`config.mk`:
```
export PLATFORM = sky130hd
export DESIGN_NAME = module_pipeline_ctrl
export DESIGN_NICKNAME = d
export VERILOG_FILES = /design/src/rtl/module_pipeline_ctrl.sv
export SDC_FILE = /design/constraint.sdc
export NUM_CORES = 1
export LEC_CHECK = 0
export BUFFER_PORTS_ARGS = -buffer_cell sky130_fd_sc_hd__buf_2
export CORE_UTILIZATION = 49
export CTS_BUF_LIST = sky130_fd_sc_hd__clkbuf_8
export DETAILED_ROUTE_END_ITERATION = 8
export GPL_ROUTABILITY_DRIVEN = 0
export GPL_TIMING_DRIVEN = 0
export PLACE_DENSITY = 0.86
export SYNTH_ARGS = -nofsm -noshare
export SYNTH_HDL_FRONTEND = slang
export SYNTH_SLANG_ARGS = --single-unit
```
`constraint.sdc`:
```
create_clock -name clk_i -period 3.1 [get_ports clk_i]
set_input_delay 0.155 -clock clk_i [delete_from_list [all_inputs] [get_ports clk_i]]
set_output_delay 0.155 -clock clk_i [all_outputs]
set_load 0.03 [all_outputs]
```
`src/rtl/module_pipeline_ctrl.sv`:
```
// Stall/flush sequencer for a 5-stage RV32I pipeline.
//
// This block drives the enable/clear pair of every pipeline register (PC, IF/ID, ID/EX,
// EX/MEM, MEM/WB). It resolves four hazards, listed highest priority first:
//   - data-memory wait
//   - multi-cycle MDU op
//   - taken branch/jump
//   - load-use
// It also tracks how long a memory access has been waiting and whether the MDU is busy.
// A clear is only ever issued together with the matching enable.
//
// Optional build macro PIPE_PERF_CNT_EN adds two performance counters:
//   - stall_cnt_o: counts cycles in which the PC is held.
//   - flush_cnt_o: counts cycles in which a taken branch flushes the pipeline.
//
// Ports:
//   clk_i, rst_i                         clock and synchronous active-low reset
//   rs1_d_i, rs2_d_i                     source registers of the instruction in ID
//   rd_e_i, load_e_i                     destination register / load flag of the instruction in EX
//   pc_src_e_i                           taken branch/jump resolved in EX
//   mdu_start_e_i, mdu_done_i            MDU issue in EX / single-cycle result-ready pulse
//   mem_req_m_i, mem_ack_m_i             data-memory request in MEM / acknowledge
//   en_*_o, clr_*_o                      pipeline register enables and clears
//   mem_abort_o                          one-cycle pulse on memory timeout
//   mem_err_o                            sticky timeout flag
//   state_o                              0 = RUN, 1 = MDU_WAIT
//   stall_cnt_o, flush_cnt_o             performance counters (PIPE_PERF_CNT_EN only)

module module_pipeline_ctrl #(
  parameter int unsigned MEM_TIMEOUT = 16,
  parameter int unsigned CNT_W       = 8
) (
  input  logic             clk_i,
  input  logic             rst_i,
  input  logic [4:0]       rs1_d_i,
  input  logic [4:0]       rs2_d_i,
  input  logic [4:0]       rd_e_i,
  input  logic             load_e_i,
  input  logic             pc_src_e_i,
  input  logic             mdu_start_e_i,
  input  logic             mdu_done_i,
  input  logic             mem_req_m_i,
  input  logic             mem_ack_m_i,
  output logic             en_pc_o,
  output logic             en_fd_o,
  output logic             clr_fd_o,
  output logic             en_de_o,
  output logic             clr_de_o,
  output logic             en_em_o,
  output logic             clr_em_o,
  output logic             en_mw_o,
  output logic             clr_mw_o,
  output logic             mem_abort_o,
  output logic             mem_err_o,
`ifdef PIPE_PERF_CNT_EN
  output logic [31:0]      stall_cnt_o,
  output logic [31:0]      flush_cnt_o,
`endif
  output logic [1:0]       state_o
);

  typedef enum logic [1:0] {
    StRun     = 2'd0,
    StMduWait = 2'd1
  } state_e;

  state_e           state_q, state_d;
  logic [CNT_W-1:0] cnt_q, cnt_d;
  logic             err_q, err_d;

  logic wait_cyc, abort_now, memw, lu, mdu_start_ok, mdu_stall, flush_take;

  // Hazard conditions
  assign wait_cyc  = mem_req_m_i & ~mem_ack_m_i;
  assign abort_now = wait_cyc & (cnt_q == CNT_W'(MEM_TIMEOUT - 1));
  // The timeout cycle is treated as an ack so the pipeline can drain.
  assign memw      = wait_cyc & ~abort_now;
  assign lu        = load_e_i & (rd_e_i != 5'd0) &
                     ((rd_e_i == rs1_d_i) | (rd_e_i == rs2_d_i));

  // The issue cycle already stalls like the wait cycles that follow it.
  assign mdu_start_ok = (state_q == StRun) & mdu_start_e_i & ~memw & ~pc_src_e_i;
  assign mdu_stall    = ((state_q == StMduWait) & ~mdu_done_i) | mdu_start_ok;
  assign flush_take   = ~memw & ~mdu_stall & pc_src_e_i;

  // State register
  always_ff @(posedge clk_i) begin
    if (!rst_i) begin
      state_q <= StRun;
      cnt_q   <= '0;
      err_q   <= 1'b0;
    end else begin
      state_q <= state_d;
      cnt_q   <= cnt_d;
      err_q   <= err_d;
    end
  end

  // Next-state logic
  always_comb begin
    state_d = state_q;
    unique case (state_q)
      StRun:     if (mdu_start_ok) state_d = StMduWait;
      StMduWait: if (mdu_done_i)   state_d = StRun;
      default:   state_d = StRun;
    endcase
  end

  always_comb begin
    cnt_d = '0;
    if (memw) cnt_d = cnt_q + CNT_W'(1);
    err_d = err_q | abort_now;
  end

  // Outputs
  always_comb begin
    en_pc_o  = 1'b1;
    en_fd_o  = 1'b1;
    clr_fd_o = 1'b0;
    en_de_o  = 1'b1;
    clr_de_o = 1'b0;
    en_em_o  = 1'b1;
    clr_em_o = 1'b0;
    en_mw_o  = 1'b1;
    clr_mw_o = 1'b0;
    if (!rst_i) begin
      // Hold the PC and flush every stage with bubbles.
      en_pc_o  = 1'b0;
      clr_fd_o = 1'b1;
      clr_de_o = 1'b1;
      clr_em_o = 1'b1;
      clr_mw_o = 1'b1;
    end else if (memw) begin
      en_pc_o  = 1'b0;
      en_fd_o  = 1'b0;
      en_de_o  = 1'b0;
      en_em_o  = 1'b0;
      clr_mw_o = 1'b1;
    end else if (mdu_stall) begin
      en_pc_o  = 1'b0;
      en_fd_o  = 1'b0;
      en_de_o  = 1'b0;
      clr_em_o = 1'b1;
    end else if (pc_src_e_i) begin
      clr_fd_o = 1'b1;
      clr_de_o = 1'b1;
    end else if (lu) begin
      en_pc_o  = 1'b0;
      en_fd_o  = 1'b0;
      clr_de_o = 1'b1;
    end
  end

  assign mem_abort_o = abort_now & rst_i;
  assign mem_err_o   = err_q;
  assign state_o     = state_q;

`ifdef PIPE_PERF_CNT_EN
  logic [31:0] stall_cnt_q, flush_cnt_q;

  always_ff @(posedge clk_i) begin
    if (!rst_i) begin
      stall_cnt_q <= '0;
      flush_cnt_q <= '0;
    end else begin
      if (!en_pc_o)   stall_cnt_q <= stall_cnt_q + 32'd1;
      if (flush_take) flush_cnt_q <= flush_cnt_q + 32'd1;
    end
  end

  assign stall_cnt_o = stall_cnt_q;
  assign flush_cnt_o = flush_cnt_q;
`else
  logic unused_flush;
  assign unused_flush = flush_take;
`endif

endmodule

```
## After elaboration in Yosys (flattened, before gate mapping)

Index checks and enable logic that the tools add are counted.

| storage, ports and cells | value |
|---|---|
| bits in registers | 11 |
| input bits | 23 |
| output and inout bits | 13 |
| word-level logic and storage cells | 60 |

| cells by class | value |
|---|---|
| add/sub/neg operators | 1 |
| eq/ne operators | 6 |
| multiplexer cells | 28 |
| bitwise gates (word level) | 18 |
| reductions and logical operators | 4 |

Operators by type and width:

| kind | count |
|---|---|
| 2-to-1 mux 1 bit | 25 |
| AND 1 bit | 10 |
| equality test 5 bit | 2 |
| adder 8 x 1 -> 8 bit, second input constant | 1 |
| equality test 8 x 4 -> 1 bit, second input constant | 1 |
| NOT 1 bit | 5 |
| nonzero test 5 bit | 1 |
| 2-to-1 mux 2 bit | 2 |
| != test 2 bit, second input constant | 2 |
| one-hot mux 2 bit (2 select lines) | 1 |
| AND reduction 2 bit | 2 |
| bitwise OR 1 bit | 3 |
| equality test 2 x 1 -> 1 bit, second input constant | 1 |
| zero test 2 bit | 1 |

## Depth between registers and ports, before layout

| depth | value |
|---|---|
| depth after elaboration | 12 |
| mapped depth | 6 |

## Least setup slack after synthesis

OpenSTA, ideal clock, no wires.

| timing path | value |
|---|---|
| path kind | register to output |
| start | register cnt_q[4] |
| end | output port en_pc_o |
| arrival time | 1886 ps |
| required time | 2945 ps |
| path slack | 1059 ps |
| stages on the path, launching flop included | 5 |
| buffers on the path | 0 |
| path through | dfxtp_1 -> or4_4 -> o21ai_4 -> nand2_4 -> a211oi_1 |

| between the ends | value |
|---|---|
| longest elaborated chain between the ends | 11 |

Ends and longest elaborated chain:

| what | RTL line | RTL |
|---|---|---|
| start, declared | 68 | `logic [CNT_W-1:0] cnt_q, cnt_d;` |
| start signal, assigned | 94 | `cnt_q <= cnt_d;` |
| equality test 8 x 4 -> 1 bit * | 75 | `assign abort_now = wait_cyc & (cnt_q == CNT_W'(MEM_TIMEOUT - 1));` |
| AND 1 bit * | 75 |  |
| NOT 1 bit * | 77 | `assign memw = wait_cyc & ~abort_now;` |
| AND 1 bit * | 77 |  |
| NOT 1 bit | - |  |
| AND 1 bit (2 in a row) | 82 | `assign mdu_start_ok = (state_q == StRun) & mdu_start_e_i & ~memw & ~pc_src_e_i;` |
| bitwise OR 1 bit | 83 | `assign mdu_stall = ((state_q == StMduWait) & ~mdu_done_i) \| mdu_start_ok;` |
| 2-to-1 mux 1 bit | 139 | `end else if (mdu_stall) begin` |
| 2-to-1 mux 1 bit * | 133 | `end else if (memw) begin` |
| 2-to-1 mux 1 bit * | 126 | `if (!rst_i) begin` |
| end, declared | 44 | `output logic en_pc_o,` |

Mark *: on every way between the ends. The rest lies on a longest branch, timed or not.

## Final worst setup path

| timing path | value |
|---|---|
| start | register cnt_q[4] |
| end | output port clr_de_o |

| between the ends | value |
|---|---|
| longest elaborated chain between the ends | 11 |

Ends and longest elaborated chain:

| what | RTL line | RTL |
|---|---|---|
| equality test 8 x 4 -> 1 bit * | 75 |  |
| AND 1 bit * | 75 |  |
| NOT 1 bit * | 77 |  |
| AND 1 bit * | 77 |  |
| NOT 1 bit | - |  |
| AND 1 bit (2 in a row) | 82 |  |
| bitwise OR 1 bit | 83 |  |
| 2-to-1 mux 1 bit | 139 |  |
| 2-to-1 mux 1 bit * | 133 |  |
| 2-to-1 mux 1 bit * | 126 |  |
| end, declared | 48 | `output logic clr_de_o,` |

Marked as above.

==> flow_summary.ini <==
[floorplan]
count_of_standard_cell_rows = 12
start_util = 0.5665
die_w_microns = 39.03
core_sq_mm = 0.001186
fp.dieH_microns = 39.03
fp.dieArea_sq_mm = 0.001523
ios = 36

[sta]
rsz_0062_raised_after_global_routing = false
finalWorstPathRequiredPeriod_ns = 2.117
final_min_period_over_clock_period = 0.6828
report.final.setup_viol = 0
skew_ns = 0.007160
final_count_of_hold_timing_violations = 0
drv_slew = 0
totalNegativeSetupSlack_ns = 0
final_critical_path_setup_slack_ns = 0.9833
max_frequency_mhz = 472.4

[clock_tree]
clock_latency_reported_for_the_late_side_of_the_worst_skew_pair_ns = 0.24
tritoncts_num_sinks = 10
root_buffer = sky130_fd_sc_hd__clkbuf_8
clockBufferDepth = 2
cts_hold_repair.buffers = 0
number_of_buffers_added_by_the_clock_tree_synthesis_step = 3
clk_pin_slew_ns = 0.05
post_cts_buffers = 0
cts.repair.resized = 0
clock_tree_from_tritoncts = built
cts.htree.levels = 1

[routing]
vias = 670
drtAntennaViolNets = 0
drt-pass1-iter-count = 4
iteration_0_drc_count_of_the_detailed_router = 11
wl_microns = 1422
post-route-drc-count = 0
detailed_route_wire_length_per_cell_microns = 10.53
via_per_inst = 4.963

[global_routing]
grt_first_pass_wirelength_microns = 2214
grt_total_usage = 0.2221
antenna_found_initial = 0
grt_overflow = 0
vias_in_the_first_global_route = 554
largest_net_degree_at_the_start_of_global_routing = 9

[finish]
finish.net_count = 146
insertedDiodeCount = 0
final_cell_mix = sky130_fd_sc_hd__buf_2, sky130_fd_sc_hd__nor2_1, sky130_fd_sc_hd__xnor2_1
final_layout_size_suffix_gt1_frac = 0.3884
syn_to_layout_area_delta_pct = 34.64
most_frequent_standard_cell_in_the_layout_excluding_fill_and_tap_cells = sky130_fd_sc_hd__buf_2
fillCellCount = 97
finalNonFillerCells = 135

[yosys]
synth_top_cell_area_share = 0.2980
syn-instance-count = 85
synth_area_sq_um = 671.9
yosys_warnings = 0
yosys.area.top_type = sky130_fd_sc_hd__dfxtp_1
synth-seq-cells = 10
synth-seq-area-share = 0.2980
mappedNetlistNets = 109
dominantRegCellSynth = sky130_fd_sc_hd__dfxtp_1
synth-edff-count = 0
synthesis.area_per_instance_sq_um = 7.905
synth_async_sr_flop_share = 0
netlist_top_cells_area = sky130_fd_sc_hd__dfxtp_1, sky130_fd_sc_hd__xnor2_1, sky130_fd_sc_hd__nor2_1, sky130_fd_sc_hd__nand2_1, sky130_fd_sc_hd__nand3_1
synth_cell_types = 30

[critical_path]
path_max_fanout = 5
largest_incremental_delay_on_the_critical_path_ns = 0.57
crit_arrival_ns = 1.96
nature_of_the_critical_path_endpoint = primary output
setup.worst_path.class = register to primary output
cp.required_ns = 2.94
critical_path.cell_chain = or4_4, o21ai_4, nand2_4, o311ai_2, buf_2
timing.critical_path.from_type = register
r2r_slack_ns = 1.59
ff2ff_path_depth = 5
slowest_stage = sky130_fd_sc_hd__or4_4

[placed_design]
dp.final_hpwl_microns = 1165
place_worst_setup_slack_ns = 1.236
placed_cells_incl_taps = 131
buffers_added_on_ports = 32

[worst_hold_path]
whs_path_depth = 4
min-delay-path-class = input port to register

[flow_run]
max_cap_violations = 0

[power_and_ir_drop]
design_power_total_mw = 0.3819
p_leak_nw = 0.3863
vdd_drop_max_v = 0.0002975
powerDensity_mw_per_mm2 = 422.2

[run_status]
run_status = finished clean
report_power, final:
| part | switching, mW | internal (mW) | leakage, nW |
|---|---|---|---|
| logic | 0.0513 | 0.0365 | 0.277 |
| registers | 0.000859 | 0.130 | 0.0808 |
| clock network | 0.0514 | 0.112 | 0.0288 |
| total | 0.104 | 0.278 | 0.386 |
final timing paths:
kind / from / end
setup reg to reg: cnt_q[4] / cnt_q[7]
hold / removal: mdu_done_i / state_o[0]
hold reg to reg: cnt_q[0] / cnt_q[0]
setup / recovery: cnt_q[4] / clr_de_o
Yosys cell counts (2+ instances only):
cell and n:
sky130_fd_sc_hd__a21oi_1 3, sky130_fd_sc_hd__o21ai_0 2, sky130_fd_sc_hd__xnor2_1 13, sky130_fd_sc_hd__inv_1 2, sky130_fd_sc_hd__xor2_1 2, sky130_fd_sc_hd__dfxtp_1 10, sky130_fd_sc_hd__nand2_1 10, sky130_fd_sc_hd__nand3_1 5
sky130_fd_sc_hd__buf_4 2, sky130_fd_sc_hd__conb_1 2, sky130_fd_sc_hd__nor2_1 13, sky130_fd_sc_hd__nor3_1 3
logic make-up (layout without fill, tap and decap cells):
| family | count (synthesis) | in the layout | share of synthesized area |
|---|---|---|---|
| compound gates | 12 | 12 | 0.1434 |
| xor+xnor | 15 | 15 | 0.1955 |
| fa+ha+maj | 1 | 1 | 0.01862 |
| buf+inv | 6 | 42 | 0.04840 |
| flops | 10 | 10 | 0.2979 |
| other cells | 2 | 2 | 0.01118 |
| simple gates | 39 | 39 | 0.2849 |
stage by stage:
stage | instance area [sq um] | util | hold slack [ns]
floorplan | 671.9 | - | 0.3859
global placement | 849.6 | 0.7162 | 0.4293
detailed placement | 849.6 | 0.7162 | 0.4389
CTS | 904.6 | 0.7627 | 0.2484
global route | 904.6 | 0.7627 | 0.2919
finish | 904.6 | 0.7627 | 0.2516
sequential cells by signal, indices dropped and copies added (netlist names):
name and count:
state_o 1, mem_err_o 1, cnt_q 8
worst max-delay path, delay by kind of cell, from the launching register on:
kind                   cells  cell delay (ns)
and+or+nand+nor            2             0.66
DFF                        1             0.34
AOI/OAI and AO/OA          2             0.49
buffers and inverters      1             0.24
layer usage:
layer	global-route usage	routed length [microns]
met1	0.2570	607
met2	0.3667	728
met3	0.1040	77
met4	0.05172	9
met5	0	0
final cells by class:
class,instances,area [sq um],share of cell area
multi-input cells,69,439.2,0.4855
clock buffers,4,55.05,0.06086
inverters,2,7.507,0.008299
well taps,14,17.52,0.01936
repair buffers,32,160.2,0.1770
plain buffers,4,25.02,0.02766
flip-flops and latches,10,200.2,0.2213
Note: power is estimated with default switching activity, not from simulation.
